File: src/rtl/branch_unit_if.sv
// Interface between the decode/flags stages and the branch unit.
// The master drives the step request; the slave returns the PC and status.
interface branch_unit_if #(
  parameter int ADDR_WIDTH  = 11,
  parameter int STACK_DEPTH = 4
);
  localparam int LEVEL_W = $clog2(STACK_DEPTH + 1);

  // Step request
  logic                  pc_en;
  logic [3:0]            branch_op;
  logic [ADDR_WIDTH-1:0] target_addr;
  logic                  flag_Z;
  logic                  flag_N;

  // Program counter and status
  logic [ADDR_WIDTH-1:0] pc_out;
  logic                  branch_taken;
  logic [LEVEL_W-1:0]    stack_level;
  logic                  halted;
  logic                  fault;
  logic                  stack_overflow;
  logic                  stack_underflow;

  modport master (
    output pc_en, branch_op, target_addr, flag_Z, flag_N,
    input  pc_out, branch_taken, stack_level, halted, fault,
           stack_overflow, stack_underflow
  );

  modport slave (
    input  pc_en, branch_op, target_addr, flag_Z, flag_N,
    output pc_out, branch_taken, stack_level, halted, fault,
           stack_overflow, stack_underflow
  );
endinterface

File: src/rtl/branch_unit.sv
// Program counter and branch resolution with a return-address stack and
// a RUN/HALTED/FAULT state machine. One-cycle latency per enabled step.
module branch_unit #(
  parameter int ADDR_WIDTH   = 11,
  parameter int STACK_DEPTH  = 4,
  parameter int RESET_VECTOR = 0
) (
  input  logic        clock,
  input  logic        pc_reset,
  branch_unit_if.slave bus
);

  localparam int LEVEL_W = $clog2(STACK_DEPTH + 1);
  localparam int IDX_W   = (STACK_DEPTH > 1) ? $clog2(STACK_DEPTH) : 1;

  typedef enum logic [1:0] {
    ST_RUN    = 2'd0,
    ST_HALTED = 2'd1,
    ST_FAULT  = 2'd2
  } state_t;

  typedef enum logic [3:0] {
    OP_NOP  = 4'd0,
    OP_JMP  = 4'd1,
    OP_BEQ  = 4'd2,
    OP_BNE  = 4'd3,
    OP_BGT  = 4'd4,
    OP_BGE  = 4'd5,
    OP_BLT  = 4'd6,
    OP_BLE  = 4'd7,
    OP_CALL = 4'd8,
    OP_RET  = 4'd9,
    OP_HALT = 4'd10
  } op_t;

  // Architectural state
  state_t                state_q,  state_d;
  logic [ADDR_WIDTH-1:0] pc_q,     pc_d;
  logic [LEVEL_W-1:0]    level_q,  level_d;
  logic                  taken_q,  taken_d;
  logic                  ovf_q,    ovf_d;
  logic                  unf_q,    unf_d;

  logic [ADDR_WIDTH-1:0] stack_mem [STACK_DEPTH];

  // Step decode helpers
  logic                  step;
  logic                  push;
  logic [ADDR_WIDTH-1:0] pc_inc;
  logic [IDX_W-1:0]      push_idx;
  logic [IDX_W-1:0]      pop_idx;
  logic                  stack_full;
  logic                  stack_empty;
  logic                  cond_true;

  assign step        = bus.pc_en && (state_q == ST_RUN);
  assign pc_inc      = pc_q + ADDR_WIDTH'(1);
  assign push_idx    = IDX_W'(level_q);
  assign pop_idx     = IDX_W'(level_q - LEVEL_W'(1));
  assign stack_full  = (level_q == LEVEL_W'(STACK_DEPTH));
  assign stack_empty = (level_q == '0);

  // Conditional-branch predicate from the flags sampled at this edge
  always_comb begin
    cond_true = 1'b0;
    unique case (bus.branch_op)
      OP_BEQ:  cond_true = bus.flag_Z;
      OP_BNE:  cond_true = !bus.flag_Z;
      OP_BGT:  cond_true = !bus.flag_Z && !bus.flag_N;
      OP_BGE:  cond_true = !bus.flag_N;
      OP_BLT:  cond_true = bus.flag_N;
      OP_BLE:  cond_true = bus.flag_N || bus.flag_Z;
      default: cond_true = 1'b0;
    endcase
  end

  // Next-state and next-PC logic
  // NOTE: every output of this block is defaulted first so no path through
  // the case statements leaves a variable unassigned, which would infer a latch.
  always_comb begin
    state_d = state_q;
    pc_d    = pc_q;
    level_d = level_q;
    taken_d = 1'b0;
    ovf_d   = ovf_q;
    unf_d   = unf_q;
    push    = 1'b0;

    if (step) begin
      unique case (bus.branch_op)
        OP_JMP: begin
          pc_d    = bus.target_addr;
          taken_d = 1'b1;
        end

        OP_BEQ, OP_BNE, OP_BGT, OP_BGE, OP_BLT, OP_BLE: begin
          if (cond_true) begin
            pc_d    = bus.target_addr;
            taken_d = 1'b1;
          end else begin
            pc_d    = pc_inc;
          end
        end

        OP_CALL: begin
          if (stack_full) begin
            ovf_d   = 1'b1;
            state_d = ST_FAULT;
          end else begin
            push    = 1'b1;
            level_d = level_q + LEVEL_W'(1);
            pc_d    = bus.target_addr;
            taken_d = 1'b1;
          end
        end

        OP_RET: begin
          if (stack_empty) begin
            unf_d   = 1'b1;
            state_d = ST_FAULT;
          end else begin
            level_d = level_q - LEVEL_W'(1);
            pc_d    = stack_mem[pop_idx];
            taken_d = 1'b1;
          end
        end

        OP_HALT: begin
          state_d = ST_HALTED;
        end

        // NOP and the unused opcodes 11-15 simply advance
        default: begin
          pc_d = pc_inc;
        end
      endcase
    end
  end

  // State register; reset overrides any step on the same edge
  // NOTE: sequential state uses non-blocking assignments so every register
  // samples the pre-edge values regardless of statement order.
  always_ff @(posedge clock) begin
    if (pc_reset) begin
      state_q <= ST_RUN;
      pc_q    <= ADDR_WIDTH'(RESET_VECTOR);
      level_q <= '0;
      taken_q <= 1'b0;
      ovf_q   <= 1'b0;
      unf_q   <= 1'b0;
    end else begin
      state_q <= state_d;
      pc_q    <= pc_d;
      level_q <= level_d;
      taken_q <= taken_d;
      ovf_q   <= ovf_d;
      unf_q   <= unf_d;
    end
  end

  // Return-address storage
  // NOTE: the stack array is deliberately not reset; only level_q decides
  // which entries are meaningful, so the storage maps onto plain RAM/flops.
  always_ff @(posedge clock) begin
    if (push && !pc_reset) begin
      stack_mem[push_idx] <= pc_inc;
    end
  end

  assign bus.pc_out          = pc_q;
  assign bus.branch_taken    = taken_q;
  assign bus.stack_level     = level_q;
  assign bus.halted          = (state_q == ST_HALTED);
  assign bus.fault           = (state_q == ST_FAULT);
  assign bus.stack_overflow  = ovf_q;
  assign bus.stack_underflow = unf_q;

endmodule

File: src/flat_wrapper.sv
// flat-port wrapper written by rule: the top's interface ports become plain ports
module branch_unit_flat 
#(
  parameter int ADDR_WIDTH   = 11,
  parameter int STACK_DEPTH  = 4,
  parameter int RESET_VECTOR = 0
)
  (clock, pc_reset, bus_pc_en, bus_branch_op, bus_target_addr, bus_flag_Z, bus_flag_N, bus_pc_out, bus_branch_taken, bus_stack_level, bus_halted, bus_fault, bus_stack_overflow, bus_stack_underflow);
  branch_unit_if #(.ADDR_WIDTH(ADDR_WIDTH), .STACK_DEPTH(STACK_DEPTH)) bus_i ();
  input  logic clock;
  input  logic pc_reset;
  input wire logic [$bits(bus_i.pc_en)-1:0] bus_pc_en;
  input wire logic [$bits(bus_i.branch_op)-1:0] bus_branch_op;
  input wire logic [$bits(bus_i.target_addr)-1:0] bus_target_addr;
  input wire logic [$bits(bus_i.flag_Z)-1:0] bus_flag_Z;
  input wire logic [$bits(bus_i.flag_N)-1:0] bus_flag_N;
  output wire logic [$bits(bus_i.pc_out)-1:0] bus_pc_out;
  output wire logic [$bits(bus_i.branch_taken)-1:0] bus_branch_taken;
  output wire logic [$bits(bus_i.stack_level)-1:0] bus_stack_level;
  output wire logic [$bits(bus_i.halted)-1:0] bus_halted;
  output wire logic [$bits(bus_i.fault)-1:0] bus_fault;
  output wire logic [$bits(bus_i.stack_overflow)-1:0] bus_stack_overflow;
  output wire logic [$bits(bus_i.stack_underflow)-1:0] bus_stack_underflow;
  assign bus_i.pc_en = bus_pc_en;
  assign bus_i.branch_op = bus_branch_op;
  assign bus_i.target_addr = bus_target_addr;
  assign bus_i.flag_Z = bus_flag_Z;
  assign bus_i.flag_N = bus_flag_N;
  assign bus_pc_out = bus_i.pc_out;
  assign bus_branch_taken = bus_i.branch_taken;
  assign bus_stack_level = bus_i.stack_level;
  assign bus_halted = bus_i.halted;
  assign bus_fault = bus_i.fault;
  assign bus_stack_overflow = bus_i.stack_overflow;
  assign bus_stack_underflow = bus_i.stack_underflow;
  branch_unit #(.ADDR_WIDTH(ADDR_WIDTH), .STACK_DEPTH(STACK_DEPTH), .RESET_VECTOR(RESET_VECTOR)) u_core (.clock(clock), .pc_reset(pc_reset), .bus(bus_i));
endmodule
File: config.mk
export PLATFORM = sky130hd
export DESIGN_NAME = branch_unit_flat
export DESIGN_NICKNAME = d
export VERILOG_FILES = /design/src/rtl/branch_unit_if.sv /design/src/rtl/branch_unit.sv /design/src/flat_wrapper.sv
export SDC_FILE = /design/constraint.sdc
export NUM_CORES = 1
export LEC_CHECK = 0
export ABC_AREA = 1
export CAP_MARGIN = 40
export CORE_ASPECT_RATIO = 1.2
export CORE_MARGIN = 2
export CORE_UTILIZATION = 40
export DETAILED_ROUTE_END_ITERATION = 8
export HOLD_SLACK_MARGIN = 0.12
export PLACE_DENSITY = 0.68
export SETUP_SLACK_MARGIN = 0.5
export SLEW_MARGIN = 20
export SYNTH_ARGS = -nofsm -noshare
export SYNTH_HDL_FRONTEND = slang
export SYNTH_SLANG_ARGS = --single-unit
File: constraint.sdc
create_clock -name clock -period 3.5 [get_ports clock]
set_clock_uncertainty 0.1 [all_clocks]
set_input_delay 1.05 -clock clock [delete_from_list [all_inputs] [get_ports clock]]
set_output_delay 1.05 -clock clock [all_outputs]
set_load 0.01 [all_outputs]
### Word-level counts from Yosys, hierarchy flattened

Memory sizes are Yosys's and may differ from the RTL's.
Cells that the tools add are included.
Widths: inputs -> output; s select.

| cells by class | value |
|---|---|
| $add $sub $neg | 3 |
| eq/ne operators | 17 |
| mux-type cells | 19 |
| bitwise gates (word level) | 2 |
| reductions and logical operators | 18 |

Operators with widths:

| cell | number |
|---|---|
| $pmux 11 s5 | 1 |
| $mux 11 | 3 |
| $eq 4x3->1 const B | 4 |
| $eq 4x4->1 const B | 3 |
| $reduce_and 4->1 | 3 |
| $add 11x1->11 const B | 1 |
| $eq 4x2->1 const B | 2 |
| $mux 1 | 7 |
| $mux 3 | 2 |
| $pmux 1 s6 | 1 |
| $pmux 2 s3 | 1 |
| $pmux 3 s2 | 1 |
| $reduce_and 3->1 | 2 |
| $reduce_or 6->1 | 1 |
| $eq 4x1->1 const B | 1 |
| $mux 2 | 2 |
| $ne 2x1->1 const B | 2 |
| $ne 2x2->1 const B | 2 |
| $pmux 1 s4 | 1 |
| $add 3x1->3 const B | 1 |
| $eq 3x3->1 const B | 1 |
| $logic_and 1x1->1 | 3 |
| $logic_not 1->1 | 3 |
| $logic_not 3->1 | 1 |
| 9 further kinds | 10 |

| word-level totals | value |
|---|---|
| flip-flop bits (word level) | 19 |
| memory bits (writable) | 44 |
| output and inout bits | 19 |
| word-level logic and storage cells | 66 |
| memories | 1 |

Memories:

| name | words | bits a word | read ports | clocked after Yosys merged registers in | write ports | RTL line | source |
|---|---|---|---|---|---|---|---|
| u_core.stack_mem | 4 | 11 | 1 | 0 | 1 | branch_unit.sv:44 | `logic [ADDR_WIDTH-1:0] stack_mem [STACK_DEPTH];` |

### Logic depth before layout (Yosys ltp)

Gate-level depths: netlist of the first run.

| logic depth | value |
|---|---|
| depth after elaboration | 7 |
| depth in mapped cells | 13 |

### Worst setup path before layout of the first run

OpenSTA, ideal clock, no wires.

| path | value |
|---|---|
| kind | input port to flip-flop |
| start | input bus_branch_op[2] |
| end | memory u_core.stack_mem[2][0], enable pin |
| setup time | 0.378 ns |
| arrival | 2.005 ns |
| slack | 1.016 ns |
| stages on the path | 5 |
| buffers on the path | 0 |
| cells stage by stage | inv_2 nand2_4 nor2_4 nand3_1 nor2_1 |

| between the ends | value |
|---|---|
| word-level cells in the longest chain between the ends | 6 |

Ends and longest elaborated chain:

| what | RTL line | source |
|---|---|---|
| start, declared | flat_wrapper.sv:13 | `input wire logic [$bits(bus_i.branch_op)-1:0] bus_branch_op;` |
| $eq 4x4->1 | branch_unit.sv:90 | `unique case (bus.branch_op)` |
| $mux 1 | branch_unit.sv:90 |  |
| $mux 1 | branch_unit.sv:89 | `if (step) begin` |
| $logic_and 1x1->1 | branch_unit.sv:165 | `if (push && !pc_reset) begin` |
| $mux 1 | branch_unit.sv:165 |  |
| $mux 1 (implied by the code) | branch_unit.sv:166 | `stack_mem[push_idx] <= pc_inc;` |
| end, declared | branch_unit.sv:44 |  |

No other way between the ends.

### Worst setup path in the final report of the first run

| path | value |
|---|---|
| start | input bus_branch_op[0] |
| end | register u_core.pc_q[3], in the netlist u_core.bus.pc_out[3] |

| between the ends | value |
|---|---|
| word-level cells in the longest chain between the ends | 4 |
| elaborated cells between the ends (all ways) | 18 |
| classes of those cells | eq/ne (12); mux (3); bitwise (1); reduce/logical (2) |

Ends and longest elaborated chain:

| what | RTL line | source |
|---|---|---|
| $eq 4x3->1 / $eq 4x2->1 (equally long branches) | branch_unit.sv:66, branch_unit.sv:90 |  |
| $pmux 1 s6 | branch_unit.sv:66 | `unique case (bus.branch_op)` |
| $mux 11 | branch_unit.sv:97 | `if (cond_true) begin` |
| $pmux 11 s5 | branch_unit.sv:90 |  |
| end signal, assigned | branch_unit.sv:146 | `pc_q <= ADDR_WIDTH'(RESET_VECTOR);` |
| end signal, assigned | branch_unit.sv:153 | `pc_q <= pc_d;` |
| end, declared | branch_unit.sv:38 | `logic [ADDR_WIDTH-1:0] pc_q, pc_d;` |

Several ways; a longest one is shown, not always the timed one.
A chain may end at the register's enable or synchronous reset.

==> impl_metrics.ini, run 1 <==
[timing]
rsz0062_at_grt = no
period_needed_ns = 2.661
relSlewSlack_pct = 70.89
fmax_mhz = 375.9
setup_tns_ns = 0
finalHoldViolCount = 0
setup_viol = 0
worst-slew-pin-transition_ns = 0.4362
slew_viol_final = 0
finalCritPeriodShare_pct = 76.02

[critical_path]
path_max_fanout = 14
arrival_ns = 2.79
crit_slowest_cell = clkdlybuf4s50_1
worst_ep_required_time_ns = 3.63
crit_cells = 10
timing.rr.end = u_core.bus.pc_out[2]
timing.rr.start = u_core.bus.stack_level[0]
rr_worst_depth = 9
start_kind = primary input
critPathKind = in -> reg
worst-path-buf-inv = 2
cp_top_family = simple AND/OR/NAND/NOR gates
max_stage_delay_ns = 0.61
end_kind = flop
path_cells = clkdlybuf4s50_1, nand2_4, nor2_4, nand2_4, nand2_2, nor2_4, inv_2, nor2_1, nand2_1, a21oi_1
critical_path.endpoint = u_core.bus.pc_out[3]
crit_start = bus_branch_op[0]
rrSetupSlack_ns = 1.08

[floorplanning]
ios = 39
initial_core_util_pct = 41.37
die_h_um = 102.1
die_area_sq_um = 8752
core_sq_um = 7751
dieWidth_um = 85.74
rows = 35

[clocking]
numCtsBuffers = 9
cts_hold_buf = 0
cts_setup_buffers = 0
worstSkewPairLatency_ns = 0.35
clkSinkCount = 63
cts_htree_levels = 3
cts_root_buffer = clkbuf_8
cts_tree = built
clk_pin_slew_worst_paths_ns = 0.07
cts_buffer_depth = 2
cts_resized = 0

[power]
vdd_ir_drop_max_v = 0.0001806
power_density_nw_per_um2 = 422.8
p_leak_nw = 1.567
p_comb_share_pct = 14.0
switching_share_pct = 26.42
power.internal_w = 0.001208
p_clk_share_pct = 34.7
p_sw_w = 0.0004337
power_frac_seq_pct = 51.4

[synth]
synthesis.area_sq_um = 3207
ys_seq_elements = 63
yosys_warnings = 0
avgSynthCellArea_sq_um = 8.834
synth_ff_type = edfxtp_1
synth_edf_count = 44
syn_inst = 363
synth-seq-area-share_pct = 53.06
async_flop_share_pct = 0
synth_cell_types = 31
synthesis.nets = 389

[placed_design]
gp_congestion = 0.9416
port_buffers = 38
hpwlAfterDp_mm = 5.395
place_area_sq_um = 3706

[route]
drt_wl_total_mm = 7.899
via_per_inst = 5.240
drc = 0
drt-initial-drc-count = 132
wl_per_cell_um = 15.55
postRouteAntennaNets = 0
first_pass_iters = 6
num_vias = 2662

[grt]
antenna_found_initial = 0
grt_usage_pct = 19.51
grt_first_pass_wirelength_mm = 12.66
grt_max_degree = 25
grt-ovfl-total = 0
grt_pass1_vias = 2580

[layout]
n_antenna_cell = 0
fillers = 746
drive_above_1_share_pct = 11.78
design_area_sq_um = 3882
synthToLayoutAreaGrowth_pct = 21.07
nets = 437

[hold_path]
hold_path_class = reg -> reg

[flow_run]
maxCapViolations = 0

[status]
status = complete, no violations
worst min path at each step:
| stage | startpoint | end | slack, ns | depth (start not counted) |
|---|---|---|---|---|
| 6_report | u_core.bus.stack_overflow | u_core.bus.stack_overflow | 0.37 | 2 |
| 5_1_grt | u_core.bus.stack_overflow | u_core.bus.stack_overflow | 0.43 | 2 |
| 4_1_cts | u_core.bus.stack_overflow | u_core.bus.stack_overflow | 0.38 | 2 |
| 3_5_place_dp | u_core.bus.stack_overflow | u_core.bus.stack_overflow | 0.35 | 2 |
| 2_1_floorplan | u_core.state_q[1] | u_core.state_q[1] | 0.36 | 2 |
| 3_3_place_gp | u_core.bus.stack_overflow | u_core.bus.stack_overflow | 0.36 | 2 |
state kept, by name, summed over array words and instances (netlist names):
register                    count
u_core.stack_mem               44
u_core.bus.pc_out              11
u_core.bus.stack_level          3
u_core.state_q                  2
u_core.bus.branch_taken         1
u_core.bus.stack_overflow       1
u_core.bus.stack_underflow      1
logic make-up (layout without fill, tap and decap cells):
logic type,Yosys count,count (layout),synth area share (%)
AOI/OAI and AO/OA,51,51,8.350
xor gates and xnor gates,7,7,1.912
adders and majority gates,6,6,2.341
buffers and inverters,49,102,6.555
DFF,63,63,53.06
and+or+nand+nor,187,187,27.78
worst min-delay path: stages, from the launching register on:
cell and delay (ns):
dfxtp_1 0.33, nand2_1 0.05, o21ai_0 0.06
stage by stage:
stage	hold slack (ns)	power, W	util [%]	std cells	setup slack [ns]
final	0.3724	0.001642	50.09	508	0.8395
after global routing	0.4264	0.001709	50.09	508	0.6778
after CTS	0.3811	0.001654	50.09	508	0.8552
after detailed placement	0.3457	0.001088	47.81	492	0.4825
after global placement	0.3615	0.001084	47.81	492	0.5238
after floorplan	0.3624	0.0009920	-	363	1.016
power by group through the flow:
stage	clock, W	sequential [W]	combinational (W)
finish	0.000569	0.000843	0.000229
CTS	0.000581	0.000844	0.000230
global placement	0	0.000859	0.000225
floorplan	0	0.000859	0.000133
detailed placement	0	0.000859	0.000228
global route	0.000607	0.000846	0.000256
layer usage:
metal / up-vias / global-route usage, % / share of wire (%)
met4: 0 / 10.26 / 2.4
li1: 1304 / - / -
met2: 93 / 33.65 / 50
met1: 1246 / 21.84 / 41
met5: - / 0 / 0
met3: 19 / 5.735 / 6.1
cell usage in the layout, fill, tap and decap left out:
master,n
a31oi_1,1
o21ai_1,1
or2_1,1
nor2_1,29
clkbuf_8,11
nand3_1,34
clkdlybuf4s50_1,38
clkbuf_1,2
buf_4,9
o21ai_2,1
inv_1,32
nor3_1,2
nand3_4,2
nand4_1,5
ha_1,6
nand2_2,5
a21oi_1,32
nand2_4,4
xor2_1,7
dfxtp_1,19
clkinv_1,1
nand3_2,1
nand2_1,91
and3_1,7
edfxtp_1,44
nor2_2,2
clkinv_2,2
clkinvlp_4,1
o32ai_1,1
inv_2,6
a21oi_2,1
nor2_4,4
o21ai_0,14
cell type report:
type / count / area [sq um] / area share, %
flip-flops and latches: 63 / 1702 / 43.83
repair buffers: 47 / 447.9 / 11.54
multi-input cells: 251 / 1295 / 33.35
clock inverters: 3 / 17.52 / 0.4512
clock buffers: 13 / 158.9 / 4.093
well taps: 92 / 115.1 / 2.965
inverters: 39 / 146.4 / 3.771
Yosys cell counts (all sizes together) (5+ instances only):
cell type / n / area (sq um)
nand2: 100 / 417.9
edfxtp: 44 / 1321
inv: 38 / 142.6
nand3: 37 / 215.2
nor2: 35 / 166.4
a21oi: 33 / 168.9
dfxtp: 19 / 380.4
o21ai: 16 / 83.83
buf: 9 / 60.06
and3: 7 / 43.79
xor2: 7 / 61.31
ha: 6 / 75.07
nand4: 5 / 31.28
Note: power is estimated with default switching activity, not from simulation.
==> run 2, diff against run 1 <==
clock period = 2.5 ns   (was 3.5 ns; I/O delays follow)
==> run 2 against run 1 <==
  * The flow now finishes with violations (design-rule violations)
  * Sequential share of layout area is 4.4 points lower
  * Wire length is 10% higher
  * Sequential cell count unchanged
  * Global-route usage is 1.1 points higher
  * Die area unchanged
  * Critical path depth fell by 1
  * Clock power rose by 56%
  * Largest cell class unchanged
==> impl_metrics.ini, run 2 (synthesized netlist as in run 1, its figures left out) <==
[status]
status = finished, violations left
violations = design-rule violations

[layout]
final_cell_mix = 90 x nand2_1, 44 x edfxtp_1, 32 x inv_1
final_common_cell = nand2_1
drive_above_1_share_pct = 24.09
post-route-util_pct = 56.11
n_antenna_cell = 0
largest_reg_flops = 44
synthToLayoutAreaGrowth_pct = 35.62
largest_register = u_core.stack_mem
nets = 461

[placed_design]
port_buffers = 38
gp_congestion = 0.9119
pre_cts_ws_ns = -0.05722
hpwlAfterDp_mm = 5.763

[timing]
worst-slew-pin-transition_ns = 0.3609
period_needed_ns = 1.980
setup_viol = 0
fmax_mhz = 505.2
rsz0062_at_grt = yes
relSlewSlack_pct = 75.86
setup_tns_ns = 0
finalCritPeriodShare_pct = 79.18
final.setup.worst_slack_ns = 0.5204
slew_viol_final = 0
whs_ns = 0.3852
finalHoldViolCount = 0

[route]
drc = 2
drt_wl_total_mm = 8.685
first_pass_iters = 9
wl_met3_um = 538
top_layer_used = met4
drt-initial-drc-count = 232
met1_length_mm = 3.518
wl_per_cell_um = 16.33
postRouteAntennaNets = 0
route.met2.wl_mm = 4.436
num_vias = 2778
via_per_inst = 5.222

[clocking]
cts_htree_levels = 3
clkSinkCount = 63
clk_pin_slew_worst_paths_ns = 0.07
cts_root_buffer = clkbuf_8
worstSkewPairLatency_ns = 0.33
cts_buffer_depth = 2
cts_hold_buf = 0
numCtsBuffers = 9
cts_tree = built

[floorplanning]
rows = 35
ios = 39
core_sq_um = 7751
dieWidth_um = 85.74
die_area_sq_um = 8752
initial_core_util_pct = 41.37
die_h_um = 102.1

[critical_path]
path_max_fanout = 4
start_kind = primary input
arrival_ns = 2.09
crit_cells = 9
path_cells = clkdlybuf4s15_1, inv_1, nand2_1, nor2_2, nand2_2, nand4_1, nand2_2, a21oi_1, a21oi_1
cp_top_family = simple AND/OR/NAND/NOR gates
end_kind = flop
rr_worst_depth = 7
crit_slowest_cell = clkdlybuf4s15_1
critPathKind = in -> reg
rrSetupSlack_ns = 0.66
max_stage_delay_ns = 0.24
worst-path-buf-inv = 2
worst_ep_required_time_ns = 2.61

[grt]
grt_usage_pct = 20.61
grt_pass1_vias = 2766
antenna_found_initial = 0
grt-ovfl-total = 0
grt_first_pass_wirelength_mm = 13.57
grt_max_degree = 26

[power]
power_w = 0.002443
p_leak_nw = 1.862
vdd_ir_drop_max_v = 0.0002515
power_density_nw_per_um2 = 561.7

[flow_run]
maxCapViolations = 0

[hold_path]
hold_path_class = reg -> reg
hold_path_depth = 2
[run 2: cell type report]
type / instances / area, sq um
Inverter: 39 / 150.1
Clock buffer: 13 / 158.9
Multi-Input combinational cell: 252 / 1439
Timing Repair Buffer: 70 / 732.0
Tap cell: 92 / 115.1
Fill cell: 691 / 3402
Sequential cell: 63 / 1713
Clock inverter: 3 / 41.29
[run 2: timing repair]
action                                  CTS  global route
hold endpoints to repair                  0             0
setup buffers                             7             0
resized for setup                        44            27
gates cloned                              2             1
pin swaps                                 8             8
endpoints found under the setup margin   79            27
[run 2: per-stage QoR]
step / instances / cell area, sq um
after CTS: 531 / 4273
after detailed placement: 506 / 3910
after floorplan: 363 / 3244
after global placement: 506 / 3910
after global routing: 532 / 4349
final: 532 / 4349
[run 2: layer usage]
layer | up-vias | GRT usage (%)
met5 | - | 0
met4 | 0 | 7.814
met3 | 16 | 4.847
met2 | 103 | 36.60
met1 | 1306 | 24.24
li1 | 1353 | -
[run 2: power breakdown]
| part | switching [W] | internal [W] |
|---|---|---|
| clock network | 0.000373 | 0.000513 |
| logic | 0.000225 | 0.000150 |
| registers | 0.0000297 | 0.00115 |
[run 2: final timing paths]
path | endpoint | startpoint
worst min register to register | u_core.bus.stack_overflow | u_core.bus.stack_overflow
worst max-delay path | u_core.bus.pc_out[2] | bus_branch_op[3]
worst min-delay path | u_core.bus.stack_overflow | u_core.bus.stack_overflow
worst max register to register | u_core.stack_mem[1][8] | u_core.bus.stack_level[1]
[run 2: worst min-delay path: stages, from the launching register on]
cell,delay (ns)
dfxtp_1,0.33
nand2_1,0.05
o21ai_0,0.06
==> run 3, diff against run 2 <==
clock period = 2 ns   (was 2.5 ns; I/O delays follow)
==> run 3 against run 2 <==
  * The flow still finishes with violations (design-rule violations)
  * Sequential share of layout area shrank 6.6 points
  * Sequential cell count is the same
  * Final cell count grew 9.6%
  * Power grew 47%
  * Die area is the same
  * Non-clock buffer count grew 50
  * Design area grew 22%
  * Critical endpoint is now u_core.bus.pc_out[5]
  * Largest cell class is now multi-input combinational cells
==> impl_metrics.ini, run 3 (synthesized netlist as in run 1, its figures left out) <==
[critical_path]
critPathKind = in -> reg
end_kind = flop
worst_ep_required_time_ns = 2.17
start_kind = primary input
rrSetupSlack_ns = 0.33
rr_worst_depth = 10
arrival_ns = 1.87
timing.rr.end = u_core.bus.pc_out[3]
path_max_fanout = 7
timing.rr.start = u_core.bus.stack_level[0]

[layout]
final_common_cell = nand2_1
post-route-util_pct = 68.64
final_cell_mix = 78 x nand2_1, 46 x buf_4, 44 x edfxtp_1
largest_reg_flops = 44
largest_register = u_core.stack_mem
synthToLayoutAreaGrowth_pct = 65.90
nets = 512
n_antenna_cell = 0
drive_above_1_share_pct = 52.14

[power]
power.internal_w = 0.002624
power_frac_seq_pct = 40.8
switching_share_pct = 27.11
power_density_nw_per_um2 = 676.6
p_sw_w = 0.0009759
power_w = 0.003600
vdd_ir_drop_max_v = 0.0004182
p_comb_share_pct = 21.2
p_leak_nw = 2.188
p_clk_share_pct = 38.0

[placed_design]
pre_cts_ws_ns = -0.4263
gp_congestion = 0.8816
hpwlAfterDp_mm = 6.332
port_buffers = 38

[hold_path]
hold_end = u_core.bus.stack_overflow
hold_path_class = reg -> reg
hold_path_depth = 2
min-delay-start = u_core.bus.stack_overflow

[clocking]
numCtsBuffers = 9
cts_htree_levels = 3
cts_tree = built
clkSinkCount = 63
worstSkewPairLatency_ns = 0.35
clk_pin_slew_worst_paths_ns = 0.08
cts_buffer_depth = 2
cts_root_buffer = clkbuf_8

[floorplanning]
initial_core_util_pct = 41.37
core_sq_um = 7751
ios = 39
rows = 35
die_h_um = 102.1
die_area_sq_um = 8752
dieWidth_um = 85.74

[timing]
fmax_mhz = 587.8
final.setup.worst_slack_ns = 0.2988
setup_viol = 0
finalCritPeriodShare_pct = 85.06
relSlewSlack_pct = 81.48
setup_tns_ns = 0
rsz0062_at_grt = yes
period_needed_ns = 1.701
worst-slew-pin-transition_ns = 0.2775
slew_viol_final = 0
finalHoldViolCount = 0
whs_ns = 0.3795

[route]
wl_per_cell_um = 17.63
postRouteAntennaNets = 0
num_vias = 3056
drc = 3
via_per_inst = 5.242
drt_wl_total_mm = 10.28
drt-initial-drc-count = 156
first_pass_iters = 9

[grt]
antenna_found_initial = 0
grt_first_pass_wirelength_mm = 15.16
grt-ovfl-total = 0
grt_usage_pct = 23.54
grt_pass1_vias = 3075
grt_max_degree = 26

[flow_run]
maxCapViolations = 0

[status]
violations = design-rule violations
status = finished, violations left
-- run 3: cell count changes in the layout (fill, tap and decap cells not counted), sizes merged --
cell	before	now
bufbuf	2	0
bufinv	1	3
clkinvlp	1	0
clkbuf	14	9
clkdlybuf4s15	4	1
dlymetal6s2s	3	0
nand2	101	102
clkinv	2	5
dlygate4sd2	19	3
buf	30	105
-- run 3: per-layer routing --
metal  GRT usage [%]  vias to the layer above  part of all wire, %
met2           45.43                      109                   56
met4           14.53                        0                  3.4
met5               0                        -                    0
met3           3.473                       24                  4.4
li1                -                     1470                    -
met1           23.49                     1453                   36
-- run 3: cell type report --
cell class,count,area (sq um)
Timing Repair Buffer,120,1232
Multi-Input combinational cell,253,1787
Fill cell,573,2431
Clock buffer,9,123.9
Inverter,39,198.9
Sequential cell,63,1742
Clock inverter,7,121.4
Tap cell,92,115.1
-- run 3: worst max-delay path, stage by stage --
cell and delay (ns):
buf_6 0.09, buf_8 0.13, inv_16 0.06, nand2_8 0.06, nor2_4 0.21, buf_6 0.14
nand2_4 0.06, nand2_4 0.07, nor2_4 0.05, inv_4 0.08, buf_12 0.14, a21oi_2 0.03
a21oi_1 0.15
-- run 3: power by group through the flow --
stage	combinational (W)	sequential, W	clock [W]
2_1_floorplan	0.000273	0.00150	0
4_1_cts	0.000655	0.00146	0.00136
5_1_grt	0.000814	0.00147	0.00143
3_3_place_gp	0.000513	0.00150	0
3_5_place_dp	0.000519	0.00150	0
6_report	0.000763	0.00147	0.00137
-- run 3: worst max-delay path by stage --
stage	startpoint	to	slack, ns
6_report	bus_branch_op[2]	u_core.bus.pc_out[5]	0.30
5_1_grt	bus_branch_op[1]	u_core.bus.pc_out[3]	0.24
4_1_cts	u_core.state_q[0]	bus_halted	0.33
3_5_place_dp	bus_branch_op[3]	u_core.bus.pc_out[9]	-0.43
3_3_place_gp	bus_branch_op[3]	u_core.bus.pc_out[9]	-0.42
2_1_floorplan	bus_branch_op[2]	u_core.stack_mem[0][0]	0.30
-- run 3: stage by stage --
step | std cells | cell area, sq um
detailed placement | 518 | 4155
global route | 583 | 5320
finish | 583 | 5320
floorplan | 363 | 3402
CTS | 568 | 4945
global placement | 518 | 4155
-- run 3: timing repair --
item | in CTS | in global routing
setup endpoints to repair | 102 | 108
hold buffers | 0 | 0
gates cloned | 4 | 0
setup buffers | 30 | 15
gates resized for setup | 201 | 70
pin swaps | 32 | 32
